$ cat src/rtl/i2c_defs.sv
// Shared I2C definitions: widths and target FSM state encodings.
package i2c_defs;

    localparam int I2C_ADDR_W = 7;
    localparam int I2C_BYTE_W = 8;

    typedef enum logic [2:0] {
        ST_IDLE      = 3'd0,
        ST_ADDR      = 3'd1,
        ST_ADDR_ACK  = 3'd2,
        ST_RX_DATA   = 3'd3,
        ST_RX_ACK    = 3'd4,
        ST_TX_DATA   = 3'd5,
        ST_TX_ACK    = 3'd6,
        ST_WAIT_STOP = 3'd7
    } i2c_state_e;

endpackage

$ cat src/rtl/i2c_target_if.sv
// Bus lines plus user-side byte interface of the I2C target.
// Handshake: rx_valid is a one-clk pulse qualifying rx_data; tx_load is a
// one-clk pulse marking the clk on which tx_data was captured (tx_data may
// change after it). There is no back-pressure in either direction.
interface i2c_target_if;
    import i2c_defs::*;

    logic                  scl_in;
    logic                  sda_in;
    logic                  sda_out;
    logic [I2C_BYTE_W-1:0] rx_data;
    logic                  rx_valid;
    logic [I2C_BYTE_W-1:0] tx_data;
    logic                  tx_load;
    logic                  busy;
    logic                  dir_write;
    i2c_state_e            state_dbg;

    modport slave (
        input  scl_in, sda_in, tx_data,
        output sda_out, rx_data, rx_valid, tx_load, busy, dir_write, state_dbg
    );

    modport master (
        output scl_in, sda_in, tx_data,
        input  sda_out, rx_data, rx_valid, tx_load, busy, dir_write, state_dbg
    );

endinterface

$ cat src/rtl/i2c_bus_sync.sv
// Two-flop synchronizer for SCL/SDA with a history flop for edge, START and
// STOP detection. Flops reset to 1 (idle bus) so reset release is edge-free.
module i2c_bus_sync (
    input  logic clk,
    input  logic rst_n,
    input  logic scl_in,
    input  logic sda_in,
    output logic scl_rise,
    output logic scl_fall,
    output logic start_det,
    output logic stop_det,
    output logic sda_s
);

    logic [1:0] scl_sync_q;
    logic [1:0] sda_sync_q;
    logic       scl_hist_q;
    logic       sda_hist_q;

    // Synchronize both lines and keep one cycle of history of the synced value.
    always_ff @(posedge clk or negedge rst_n) begin
        if (!rst_n) begin
            scl_sync_q <= 2'b11;
            sda_sync_q <= 2'b11;
            scl_hist_q <= 1'b1;
            sda_hist_q <= 1'b1;
        end else begin
            scl_sync_q <= {scl_sync_q[0], scl_in};
            sda_sync_q <= {sda_sync_q[0], sda_in};
            scl_hist_q <= scl_sync_q[1];
            sda_hist_q <= sda_sync_q[1];
        end
    end

    assign sda_s     = sda_sync_q[1];
    assign scl_rise  = scl_sync_q[1] & ~scl_hist_q;
    assign scl_fall  = ~scl_sync_q[1] & scl_hist_q;
    // SDA edges only count as conditions while SCL is high on both samples.
    assign start_det = scl_sync_q[1] & scl_hist_q & sda_hist_q & ~sda_sync_q[1];
    assign stop_det  = scl_sync_q[1] & scl_hist_q & ~sda_hist_q & sda_sync_q[1];

endmodule

$ cat src/rtl/i2c_target.sv
// I2C target: address match, controller-write byte delivery and
// controller-read byte shifting. No clock stretching.
module i2c_target
    import i2c_defs::*;
#(
    parameter logic [I2C_ADDR_W-1:0] TARGET_ADDR  = 7'h6B,
    parameter logic                  RW_WRITE_VAL = 1'b1
) (
    input logic         clk,
    input logic         rst_n,
    i2c_target_if.slave bus
);

    logic scl_rise, scl_fall, start_det, stop_det, sda_s;

    i2c_bus_sync u_sync (
        .clk       (clk),
        .rst_n     (rst_n),
        .scl_in    (bus.scl_in),
        .sda_in    (bus.sda_in),
        .scl_rise  (scl_rise),
        .scl_fall  (scl_fall),
        .start_det (start_det),
        .stop_det  (stop_det),
        .sda_s     (sda_s)
    );

    i2c_state_e            state_q;
    logic [2:0]            cnt_q;
    logic [I2C_BYTE_W-1:0] shift_q;
    logic [I2C_BYTE_W-1:0] rx_data_q;
    logic                  rx_valid_q;
    logic                  tx_load_q;
    logic                  sda_out_q;
    logic                  busy_q;
    logic                  dir_write_q;
    logic                  ack_drv_q;   // ACK slot: low already driven, next fall releases
    logic                  tx_ack_q;    // controller ACK bit sampled in TX_ACK
    logic [I2C_BYTE_W-1:0] rx_byte;

    // Byte as it will look once the bit being sampled now is shifted in.
    assign rx_byte = {shift_q[I2C_BYTE_W-2:0], sda_s};

    // Protocol FSM; START/STOP override any state, START first.
    always_ff @(posedge clk or negedge rst_n) begin
        if (!rst_n) begin
            state_q     <= ST_IDLE;
            cnt_q       <= 3'd7;
            shift_q     <= '0;
            rx_data_q   <= '0;
            rx_valid_q  <= 1'b0;
            tx_load_q   <= 1'b0;
            sda_out_q   <= 1'b1;
            busy_q      <= 1'b0;
            dir_write_q <= 1'b0;
            ack_drv_q   <= 1'b0;
            tx_ack_q    <= 1'b1;
        end else begin
            rx_valid_q <= 1'b0;
            tx_load_q  <= 1'b0;
            if (start_det) begin
                state_q   <= ST_ADDR;
                cnt_q     <= 3'd7;
                sda_out_q <= 1'b1;
                busy_q    <= 1'b0;
                ack_drv_q <= 1'b0;
            end else if (stop_det) begin
                state_q   <= ST_IDLE;
                sda_out_q <= 1'b1;
                busy_q    <= 1'b0;
                ack_drv_q <= 1'b0;
            end else begin
                case (state_q)
                    ST_ADDR: begin
                        if (scl_rise) begin
                            shift_q <= rx_byte;
                            if (cnt_q == 3'd0) begin
                                if (rx_byte[I2C_BYTE_W-1:1] == TARGET_ADDR) begin
                                    state_q     <= ST_ADDR_ACK;
                                    busy_q      <= 1'b1;
                                    dir_write_q <= (rx_byte[0] == RW_WRITE_VAL);
                                    ack_drv_q   <= 1'b0;
                                end else begin
                                    state_q <= ST_WAIT_STOP;
                                end
                            end else begin
                                cnt_q <= cnt_q - 3'd1;
                            end
                        end
                    end
                    ST_ADDR_ACK: begin
                        if (scl_fall) begin
                            if (!ack_drv_q) begin
                                sda_out_q <= 1'b0;
                                ack_drv_q <= 1'b1;
                            end else begin
                                ack_drv_q <= 1'b0;
                                cnt_q     <= 3'd7;
                                if (dir_write_q) begin
                                    sda_out_q <= 1'b1;
                                    state_q   <= ST_RX_DATA;
                                end else begin
                                    shift_q   <= bus.tx_data;
                                    tx_load_q <= 1'b1;
                                    sda_out_q <= bus.tx_data[I2C_BYTE_W-1];
                                    state_q   <= ST_TX_DATA;
                                end
                            end
                        end
                    end
                    ST_RX_DATA: begin
                        if (scl_rise) begin
                            shift_q <= rx_byte;
                            if (cnt_q == 3'd0) begin
                                rx_data_q  <= rx_byte;
                                rx_valid_q <= 1'b1;
                                ack_drv_q  <= 1'b0;
                                state_q    <= ST_RX_ACK;
                            end else begin
                                cnt_q <= cnt_q - 3'd1;
                            end
                        end
                    end
                    ST_RX_ACK: begin
                        if (scl_fall) begin
                            if (!ack_drv_q) begin
                                sda_out_q <= 1'b0;
                                ack_drv_q <= 1'b1;
                            end else begin
                                sda_out_q <= 1'b1;
                                ack_drv_q <= 1'b0;
                                cnt_q     <= 3'd7;
                                state_q   <= ST_RX_DATA;
                            end
                        end
                    end
                    ST_TX_DATA: begin
                        // Bit 7 went out on the entry fall; each later fall advances one bit.
                        if (scl_fall) begin
                            if (cnt_q == 3'd0) begin
                                sda_out_q <= 1'b1;
                                state_q   <= ST_TX_ACK;
                            end else begin
                                cnt_q     <= cnt_q - 3'd1;
                                shift_q   <= {shift_q[I2C_BYTE_W-2:0], 1'b0};
                                sda_out_q <= shift_q[I2C_BYTE_W-2];
                            end
                        end
                    end
                    ST_TX_ACK: begin
                        if (scl_rise) begin
                            tx_ack_q <= sda_s;
                        end else if (scl_fall) begin
                            if (!tx_ack_q) begin
                                shift_q   <= bus.tx_data;
                                tx_load_q <= 1'b1;
                                sda_out_q <= bus.tx_data[I2C_BYTE_W-1];
                                cnt_q     <= 3'd7;
                                state_q   <= ST_TX_DATA;
                            end else begin
                                sda_out_q <= 1'b1;
                                state_q   <= ST_WAIT_STOP;
                            end
                        end
                    end
                    ST_IDLE, ST_WAIT_STOP: begin
                        sda_out_q <= 1'b1;
                    end
                    default: begin
                        state_q <= ST_IDLE;
                    end
                endcase
            end
        end
    end

    assign bus.sda_out   = sda_out_q;
    assign bus.rx_data   = rx_data_q;
    assign bus.rx_valid  = rx_valid_q;
    assign bus.tx_load   = tx_load_q;
    assign bus.busy      = busy_q;
    assign bus.dir_write = dir_write_q;
    assign bus.state_dbg = state_q;

endmodule

$ cat src/flat_wrapper.sv
// flat-port wrapper written by rule: the top's interface ports become plain ports
module i2c_target_flat import i2c_defs::*;
#(
    parameter logic [I2C_ADDR_W-1:0] TARGET_ADDR  = 7'h6B,
    parameter logic                  RW_WRITE_VAL = 1'b1
)
  (clk, rst_n, bus_scl_in, bus_sda_in, bus_tx_data, bus_sda_out, bus_rx_data, bus_rx_valid, bus_tx_load, bus_busy, bus_dir_write, bus_state_dbg);
  i2c_target_if bus_i ();
  input logic clk;
  input logic rst_n;
  input wire logic [$bits(bus_i.scl_in)-1:0] bus_scl_in;
  input wire logic [$bits(bus_i.sda_in)-1:0] bus_sda_in;
  input wire logic [$bits(bus_i.tx_data)-1:0] bus_tx_data;
  output wire logic [$bits(bus_i.sda_out)-1:0] bus_sda_out;
  output wire logic [$bits(bus_i.rx_data)-1:0] bus_rx_data;
  output wire logic [$bits(bus_i.rx_valid)-1:0] bus_rx_valid;
  output wire logic [$bits(bus_i.tx_load)-1:0] bus_tx_load;
  output wire logic [$bits(bus_i.busy)-1:0] bus_busy;
  output wire logic [$bits(bus_i.dir_write)-1:0] bus_dir_write;
  output wire logic [$bits(bus_i.state_dbg)-1:0] bus_state_dbg;
  assign bus_i.scl_in = bus_scl_in;
  assign bus_i.sda_in = bus_sda_in;
  assign bus_i.tx_data = bus_tx_data;
  assign bus_sda_out = bus_i.sda_out;
  assign bus_rx_data = bus_i.rx_data;
  assign bus_rx_valid = bus_i.rx_valid;
  assign bus_tx_load = bus_i.tx_load;
  assign bus_busy = bus_i.busy;
  assign bus_dir_write = bus_i.dir_write;
  assign bus_state_dbg = bus_i.state_dbg;
  i2c_target #(.TARGET_ADDR(TARGET_ADDR), .RW_WRITE_VAL(RW_WRITE_VAL)) u_core (.clk(clk), .rst_n(rst_n), .bus(bus_i));
endmodule
$ cat config.mk
export PLATFORM = sky130hd
export DESIGN_NAME = i2c_target_flat
export DESIGN_NICKNAME = d
export VERILOG_FILES = /design/src/rtl/i2c_defs.sv /design/src/rtl/i2c_target_if.sv /design/src/rtl/i2c_bus_sync.sv /design/src/rtl/i2c_target.sv /design/src/flat_wrapper.sv
export SDC_FILE = /design/constraint.sdc
export NUM_CORES = 1
export LEC_CHECK = 0
export CAP_MARGIN = 0
export CELL_PAD_IN_SITES_DETAIL_PLACEMENT = 1
export CELL_PAD_IN_SITES_GLOBAL_PLACEMENT = 2
export CORE_ASPECT_RATIO = 0.9
export CORE_MARGIN = 1
export CORE_UTILIZATION = 30
export DETAILED_ROUTE_END_ITERATION = 16
export GPL_ROUTABILITY_DRIVEN = 0
export PLACE_DENSITY = 0.8
export SYNTH_ARGS = -nofsm -noshare
export SYNTH_HDL_FRONTEND = slang
export SYNTH_SLANG_ARGS = --single-unit
$ cat constraint.sdc
create_clock -name clk -period 1.9 [get_ports clk]
set_input_delay 0.475 -clock clk [delete_from_list [all_inputs] [get_ports clk]]
set_output_delay 0.475 -clock clk [all_outputs]
set_load 0.05 [all_outputs]
Word-level counts from Yosys, hierarchy flattened:

Cells that the tools add are included.

* register bits: 34
* input bits: 12
* output and inout bits: 16
* logic and storage cells: 173

* add/sub/neg operators: 1
* equality and inequality tests: 39
* mux-type cells: 82
* bitwise operators: 13
* reduce and logical (&&, ||, !) cells: 23

Operators with widths (count)
* 2-to-1 mux 3 bit: 26
* 2-to-1 mux 7 bit: 9
* != test 4 x 1 -> 1 bit (second input constant): 13
* 2-to-1 mux 1 bit: 40
* one-hot mux 7 bit (4 select lines): 1
* one-hot mux 3 bit (6 select lines): 1
* != test 3 x 1 -> 1 bit (second input constant): 5
* AND reduction 13 bit: 1
* equality test 3 bit (second input constant): 4
* != test 2 x 1 -> 1 bit (second input constant): 6
* one-hot mux 3 bit (4 select lines): 1
* AND reduction 12 bit: 1
* AND reduction 6 bit: 2
* nonzero test 3 bit: 4
* nonzero test 5 bit: 2
* AND reduction 9 bit: 1
* != test 2 bit (second input constant): 4
* AND reduction 4 bit: 2
* nonzero test 8 bit: 1
* AND 1 bit: 7
* equality test 7 bit (second input constant): 1
* AND reduction 7 bit: 1
* nonzero test 7 bit: 1
* equality test 3 x 2 -> 1 bit (second input constant): 2
* 14 further kinds: 22

Longest topological paths before layout:

Gate-level depths: netlist (run 1).

* depth after elaboration: 7
* gate-level depth with buffers: 8
* gate-level depth less buffers: 8

By module:

Synthesis (run 1) repeated with hierarchy kept, for this count alone.

* cells, all modules: 173
* area total of the unflattened synthesis: 1839.3 µm²

By module, submodules not included
* i2c_target: times used 1, cells an instance 163, area each 1649.1 µm², sequential area each 706.9 µm²
* i2c_bus_sync: times used 1, cells an instance 10, area each 190.2 µm², sequential area each 157.7 µm²

Worst setup path after synthesis (run 1):

Ideal clock, no wire load.

* kind: register to register
* start: reg u_core.state_q[0] (netlist: u_core.bus.state_dbg[0])
* end: reg u_core.dir_write_q (netlist: u_core.bus.dir_write)
* library setup time: 0.128 ns
* data arrival time: 1.715 ns
* required time: 1.772 ns
* path slack: 0.058 ns
* stages on the path, launching flop included: 7
* buffers on the path: 1
* clock period less this slack: 1.842 ns
* cell sequence: dfrtp_1 buf_6 inv_4 nor4_4 nand2_2 nor2_2 mux2_1

* longest elaborated chain between the ends: 2

Ends and longest elaborated chain
* start, declared: line i2c_target.sv:28 `i2c_state_e state_q;`
* start signal, assigned: line i2c_target.sv:47 `state_q <= ST_IDLE;`
* start signal, assigned: line i2c_target.sv:62 `state_q <= ST_ADDR;`
* start signal, assigned: line i2c_target.sv:68 `state_q <= ST_IDLE;`
* equality test 3 x 1 -> 1 bit: line i2c_target.sv:73 `case (state_q)`
* AND reduction 6 bit (no source line)
* end signal, assigned: line i2c_target.sv:81 `dir_write_q <= (rx_byte[0] == RW_WRITE_VAL);`
* end, declared: line i2c_target.sv:36 `logic dir_write_q;`

Every way passes these cells.
A chain may end at the register's enable or synchronous reset.

Worst setup path after layout (run 1):

* start: reg u_core.u_sync.scl_sync_q[1]
* end: reg u_core.dir_write_q (netlist: u_core.bus.dir_write)

* longest elaborated chain between the ends: 5
* elaborated cells between the ends (all ways): 9
* those cells by class: 8 x bitwise; 1 x reduce/logical

Ends and longest elaborated chain
* start, declared: line i2c_bus_sync.sv:15 `logic [1:0] scl_sync_q;`
* start signal, assigned: line i2c_bus_sync.sv:28 `scl_sync_q <= {scl_sync_q[0], scl_in};`
* AND 1 bit: line i2c_bus_sync.sv:39, i2c_bus_sync.sv:40
* AND 1 bit (on tied branches) (2 in series): line i2c_bus_sync.sv:39, i2c_bus_sync.sv:40
* inverter 1 bit (no source line)
* AND reduction 6 bit (no source line) *

Every way passes the cells marked *; elsewhere a longest branch is shown, timed or not.

==> flow_summary.json, run 1 <==
{
  "status": "finished, final reports clean",
  "hold_viol": 0,
  "wl_per_cell_um": 15.9,
  "p_sw_frac": 0.427,
  "end_kind": "register",
  "first_global_vias": 1542,
  "worstSkewPairLatency_ns": 0.29,
  "p_per_area_nw_per_um2": 1440,
  "die-area_um2": 6600,
  "max_cap_violations": 0,
  "grt_overflow": 0,
  "finalClockSkew_ns": 0.0136,
  "drive_above_1_share": 0.347,
  "tightest_slew_ns": 0.437,
  "synth_top_area_cell": "dfrtp_1",
  "start_util": 0.310,
  "intPower_mw": 1.97,
  "finalSetupTns_ns": 0,
  "ys_seq_elements": 34,
  "fin_nets": 229,
  "cts-buffers-inserted": 5,
  "dp.cells": 277,
  "seqPwrFrac": 0.335,
  "ctsHoldBuffers": 0,
  "ys_async_sr_fraction": 1.00,
  "fp.dieW_um": 85.5,
  "worst_slack_ns": 0.143,
  "pre_cts_ws_ns": 0.0186,
  "synth-edff-count": 0,
  "synth_cell_types": 49,
  "min_path_type": "reg2reg",
  "synth_area_per_cell_um2": 10.6,
  "ios": 28,
  "io_buffer_count": 27,
  "diodes": 0,
  "critPathKind": "reg2reg",
  "startpoint_type": "register",
  "clk_path_buf_depth": 2,
  "combPwrFrac": 0.512,
  "drtIter0Drc": 71,
  "dieHeight_um": 77.2,
  "r2r_slack_ns": 0.14,
  "final_antenna_net_count": 0,
  "vias": 1453,
  "grt.total_usage": 0.158,
  "final.min_clock_period_ns": 1.76,
  "antenna_found_initial": 0,
  "p_clk_frac": 0.153,
  "clkTransAtPathRegs_ns": 0.07,
  "postSynthCellCount": 177,
  "slew_headroom": 0.708,
  "grt_max_degree": 35,
  "report.final.slew_viol_count": 0,
  "crit_arrival_ns": 1.92,
  "rsz0062_at_grt": "no",
  "cp_max_fo": 6,
  "final_cells": 288,
  "rows": 27,
  "ir_drop_mv": 0.549,
  "grt_pass1_wl_um": 8030,
  "coreArea_um2": 6080,
  "routed_wl_um": 4580,
  "synth_warnings": 0,
  "crit_required_ns": 2.07,
  "cts_tree": "done",
  "area_delta_synth_final_pct": 26.8,
  "cts_sinks": 34,
  "drcViolationCount": 0,
  "ys_dominant_reg_cell": "dfrtp_1",
  "power.leakage_nw": 1.10,
  "synth_area_um2": 1880,
  "clk_root_buffer_cell": "clkbuf_8",
  "viasPerCell": 5.05,
  "h-tree-depth": 2,
  "synth_area_leaders": "dfrtp_1 (31%), dfstp_2 (15%), mux2_4 (6.4%)",
  "dr.pass1.iters": 4,
  "yosysSeqAreaShare": 0.459,
  "postSynthNetCount": 191,
  "fmax_mhz": 569,
  "synth_top_cell_area_share": 0.306,
  "p_sw_mw": 1.47,
  "hold_ws_ns": 0.357,
  "report.final.setup_viol": 0,
  "period_share": 0.925,
  "dp_hpwl_um": 3450
}
## power by group through the flow
| stage | registers (mW) | logic [mW] | clock network, mW |
|---|---|---|---|
| after floorplan | 1.28 | 1.11 | 0 |
| after global placement | 1.16 | 1.72 | 0 |
| after detailed placement | 1.17 | 1.74 | 0 |
| after CTS | 1.16 | 1.76 | 0.544 |
| after global routing | 1.20 | 1.94 | 0.578 |
| final | 1.15 | 1.76 | 0.526 |
## through the flow
stage | total power, mW | util | instance area, um^2
after floorplan | 2.39 | - | 1880
after global placement | 2.88 | 0.372 | 2260
after detailed placement | 2.91 | 0.372 | 2260
after CTS | 3.46 | 0.388 | 2360
after global routing | 3.71 | 0.393 | 2390
final | 3.44 | 0.393 | 2390
## layer usage
layer	routed length, um	vias up	GRT usage
met5	0	-	0
met4	28	0	0.0450
met3	111	2	0.0291
met2	2130	19	0.237
met1	2310	729	0.232
li1	-	703	-
## layout make-up
class                           instances  area, um^2
Clock buffer                            6        72.6
Clock inverter                          2        13.8
Fill cell                             695        3690
Inverter                                7        31.3
Multi-Input combinational cell        128         931
Sequential cell                        34         866
Tap cell                               72        90.1
Timing Repair Buffer                   39         383
## layout by cell type (no fill, tap or decap), drive strengths merged, types with 3 or more instances in the layout
cell,n
mux2,10
a21oi,10
buf,28
clkdlybuf4s50,11
clkbuf,6
nand2,17
dfstp,11
dfrtp,23
nor2,17
a22oi,3
nand2b,7
inv,7
nor3,4
nor2b,3
nand3,5
o21ai,19
mux2i,10
## what timing repair did
| action | in CTS | in global routing |
|---|---|---|
| resized for setup | 2 | 2 |
| buffers inserted | 0 | 3 |
| pin swaps | 0 | 4 |
| gates cloned | 0 | 0 |
| endpoints found under the setup margin | 1 | 9 |
| endpoints found under the hold margin | 0 | 0 |
## state kept, by name (all words and copies together), names as in the netlist
signal and cells:
u_core.bus.rx_data 8, u_core.shift_q 7, u_core.bus.state_dbg 3, u_core.cnt_q 3
u_core.u_sync.scl_sync_q 2, u_core.u_sync.sda_sync_q 2, u_core.ack_drv_q 1, u_core.bus.busy 1
u_core.bus.dir_write 1, u_core.bus.rx_valid 1, u_core.bus.sda_out 1, u_core.bus.tx_load 1
u_core.tx_ack_q 1, u_core.u_sync.scl_hist_q 1, u_core.u_sync.sda_hist_q 1
## final timing paths
| kind | startpoint | end | depth (start not counted) |
|---|---|---|---|
| worst min-delay path | u_core.u_sync.sda_sync_q[0] | u_core.u_sync.sda_sync_q[1] | 0 |
| worst min register to register | u_core.u_sync.sda_sync_q[0] | u_core.u_sync.sda_sync_q[1] | 0 |
| worst max-delay path | u_core.u_sync.scl_sync_q[1] | u_core.bus.dir_write | 5 |
| max in group asynchronous | rst_n | u_core.cnt_q[1] | 2 |
| worst max register to register | u_core.u_sync.scl_sync_q[1] | u_core.bus.dir_write | 5 |
| min in group asynchronous | rst_n | u_core.shift_q[3] | 2 |
## synth_stat cells, types with 2 or more instances
cell type and n:
buf_2 2, dfrtp_1 23, dfstp_2 11, inv_4 2
a21o_1 2, mux2i_1 10, o21ai_0 9, a22oi_1 3
inv_1 5, nor2b_1 3, nand3_1 5, buf_6 5
nor2_1 15, o21ai_1 10, nand2_1 15, a21oi_1 9
nor2_2 2, nand2b_1 5, nor3_1 2, nor3_2 2
ha_1 2, mux2_4 8
## cell families after synthesis
family / after synthesis / synth area share
fa+ha+maj: 2 / 0.0133
flops: 34 / 0.459
compound gates: 49 / 0.173
simple gates: 57 / 0.169
mux: 20 / 0.129
buf+inv: 15 / 0.0558
## critical path: stages (launching register included)
cell and delay (ns):
dfstp_2 0.57, nand2b_2 0.14, nor4_4 0.33, nand2_2 0.13
nor2_2 0.14, mux2_1 0.33
Power figures use the tool's default switching activity.
==> inputs of run 2 (changes only) <==
==> constraint.sdc (replaced) <==
create_clock -name clk -period 1.9 [get_ports clk]
set_input_delay 0.285 -clock clk [delete_from_list [all_inputs] [get_ports clk]]
set_output_delay 0.285 -clock clk [all_outputs]
set_load 0.05 [all_outputs]
==> run 2 against run 1 <==
Clock power increased by 56%. Core utilization up 0.91 points. First-iteration DRC count shrank 49%. Final cell count down 1.0%. Fmax shrank 1.5%. Hold slack lost 0.00095 ns. Flip-flop and latch count is the same. Routed wire length grew 1.8%. Final area up 2.3%. Combinational power barely moved. Largest power group unchanged.
==> flow_summary.json, run 2 (synthesized netlist as in run 1, its figures left out) <==
{
  "status": "finished, final reports clean",
  "worstSkewPairLatency_ns": 0.29,
  "min_path_type": "reg2reg",
  "crit_required_ns": 2.08,
  "grt_max_degree": 35,
  "final.min_clock_period_ns": 1.78,
  "dieHeight_um": 77.2,
  "dr.pass1.iters": 4,
  "final_antenna_net_count": 0,
  "seqPwrFrac": 0.313,
  "pre_cts_ws_ns": -0.0287,
  "drcViolationCount": 0,
  "intPower_mw": 2.20,
  "grt_util_met3": 0.0291,
  "clkTransAtPathRegs_ns": 0.07,
  "coreArea_um2": 6080,
  "top_usage_layer": "met1",
  "period_share": 0.939,
  "cts_tree": "done",
  "worstHoldStart": "u_core.u_sync.scl_sync_q[0]",
  "ir_drop_mv": 0.674,
  "rows": 27,
  "routed_wl_um": 4660,
  "clk_path_buf_depth": 2,
  "slew_headroom": 0.660,
  "finalSetupTns_ns": 0,
  "grt.met1_usage": 0.228,
  "crit_arrival_ns": 1.96,
  "ctsHoldBuffers": 0,
  "rsz0062_at_grt": "no",
  "fin_nets": 226,
  "crit_chain": "inv_1 > ha_1 > nand2b_4 > o21ai_1 > a31oi_2 > mux2_4",
  "cts_sinks": 34,
  "tightest_slew_ns": 0.508,
  "report.final.slew_viol_count": 0,
  "area_delta_synth_final_pct": 29.7,
  "antenna_found_initial": 0,
  "combPwrFrac": 0.466,
  "fp.dieW_um": 85.5,
  "use_met2": 0.228,
  "p_per_area_nw_per_um2": 1520,
  "crit_path_top_delay_cell": "dfstp_2",
  "vias": 1447,
  "viasPerCell": 5.08,
  "critPathKind": "reg2reg",
  "grt_pass1_wl_um": 7980,
  "cts-buffers-inserted": 5,
  "finalClockSkew_ns": 0.00830,
  "largest_reg_flops": 8,
  "hold_viol": 0,
  "h-tree-depth": 2,
  "fin_util": 0.402,
  "p_clk_frac": 0.221,
  "cp_max_fo": 6,
  "grt.total_usage": 0.158,
  "drive_above_1_share": 0.286,
  "dp_hpwl_um": 3300,
  "final_cell_mix": "dfrtp_1 (23), clkdlybuf4s50_1 (22), nor2_1 (15), nand2_1 (15), dfstp_2 (11)",
  "fmax_mhz": 560,
  "r2r-end": "u_core.bus.state_dbg[2]",
  "max_stage_delay_ns": 0.55,
  "worst_slack_ns": 0.116,
  "worstRegToRegCells": 6,
  "dp.cells": 275,
  "end_kind": "register",
  "clk_root_buffer_cell": "clkbuf_8",
  "io_buffer_count": 27,
  "power.leakage_nw": 1.08,
  "design_power_total_mw": 3.71,
  "max_cap_violations": 0,
  "p_sw_frac": 0.408,
  "first_global_vias": 1497,
  "wl_per_cell_um": 16.4,
  "startpoint_type": "register",
  "start_util": 0.310,
  "holdPathStages": 0,
  "fillers": 677,
  "p_sw_mw": 1.51,
  "holdPathEnd": "u_core.u_sync.scl_sync_q[1]",
  "drtIter0Drc": 36,
  "diodes": 0,
  "die-area_um2": 6600,
  "regToRegStartpoint": "u_core.cnt_q[0]",
  "final_cells": 285,
  "ios": 28,
  "r2r_slack_ns": 0.12,
  "report.final.setup_viol": 0,
  "final_common_cell": "dfrtp_1",
  "grt_overflow": 0
}
-- run 2: cell type report --
type                    instances  area [um^2]  area share
clock buffers                   5         68.8      0.0282
clock inverters                 3         68.8      0.0282
inverters                       7         31.3      0.0128
multi-input cells             129          951       0.389
flip-flops and latches         34          865       0.354
well taps                      72         90.1      0.0369
repair buffers                 35          368       0.151
-- run 2: worst max path at each step --
stage                                       start                 endpoint  slack (ns)  depth (start not counted)
after floorplan           u_core.bus.state_dbg[0]     u_core.bus.dir_write        0.06                          6
after global placement            u_core.cnt_q[0]        u_core.shift_q[1]        0.08                          7
after detailed placement          u_core.cnt_q[0]        u_core.shift_q[6]       -0.03                          7
after CTS                         u_core.cnt_q[0]     u_core.bus.dir_write        0.06                          7
after global routing              u_core.cnt_q[0]  u_core.bus.state_dbg[2]        0.02                          6
final                             u_core.cnt_q[0]  u_core.bus.state_dbg[2]        0.12                          6
-- run 2: metrics by stage --
step | hold WS, ns | instance area [um^2]
final | 0.356 | 2440
after global routing | 0.362 | 2440
after CTS | 0.359 | 2410
after detailed placement | 0.347 | 2260
after global placement | 0.345 | 2260
after floorplan | -0.0106 | 1880
-- run 2: layer usage --
metal,wire [um],vias to the layer above
met5,0,-
met3,108,7
met1,2400,723
met4,88,0
met2,2070,20
li1,-,697
-- run 2: critical path, delay by kind of cell, from the launching register on --
family | cells | cell delay, ns
flops | 1 | 0.55
buf+inv | 1 | 0.06
compound gates | 2 | 0.37
fa+ha+maj | 1 | 0.24
simple gates | 1 | 0.14
mux | 1 | 0.32
-- run 2: power groups by stage --
stage | clock network, mW | logic, mW | registers, mW
after floorplan | 0 | 1.11 | 1.28
after global placement | 0 | 1.67 | 1.17
after detailed placement | 0 | 1.68 | 1.17
after CTS | 0.839 | 1.71 | 1.16
after global routing | 0.863 | 1.89 | 1.19
final | 0.819 | 1.73 | 1.16
-- run 2: timing repair --
item,CTS,global route
gates resized for setup,2,2
setup buffers,0,1
hold endpoints to repair,0,0
cloned,0,1
pin swaps,0,3
setup endpoints to repair,7,8
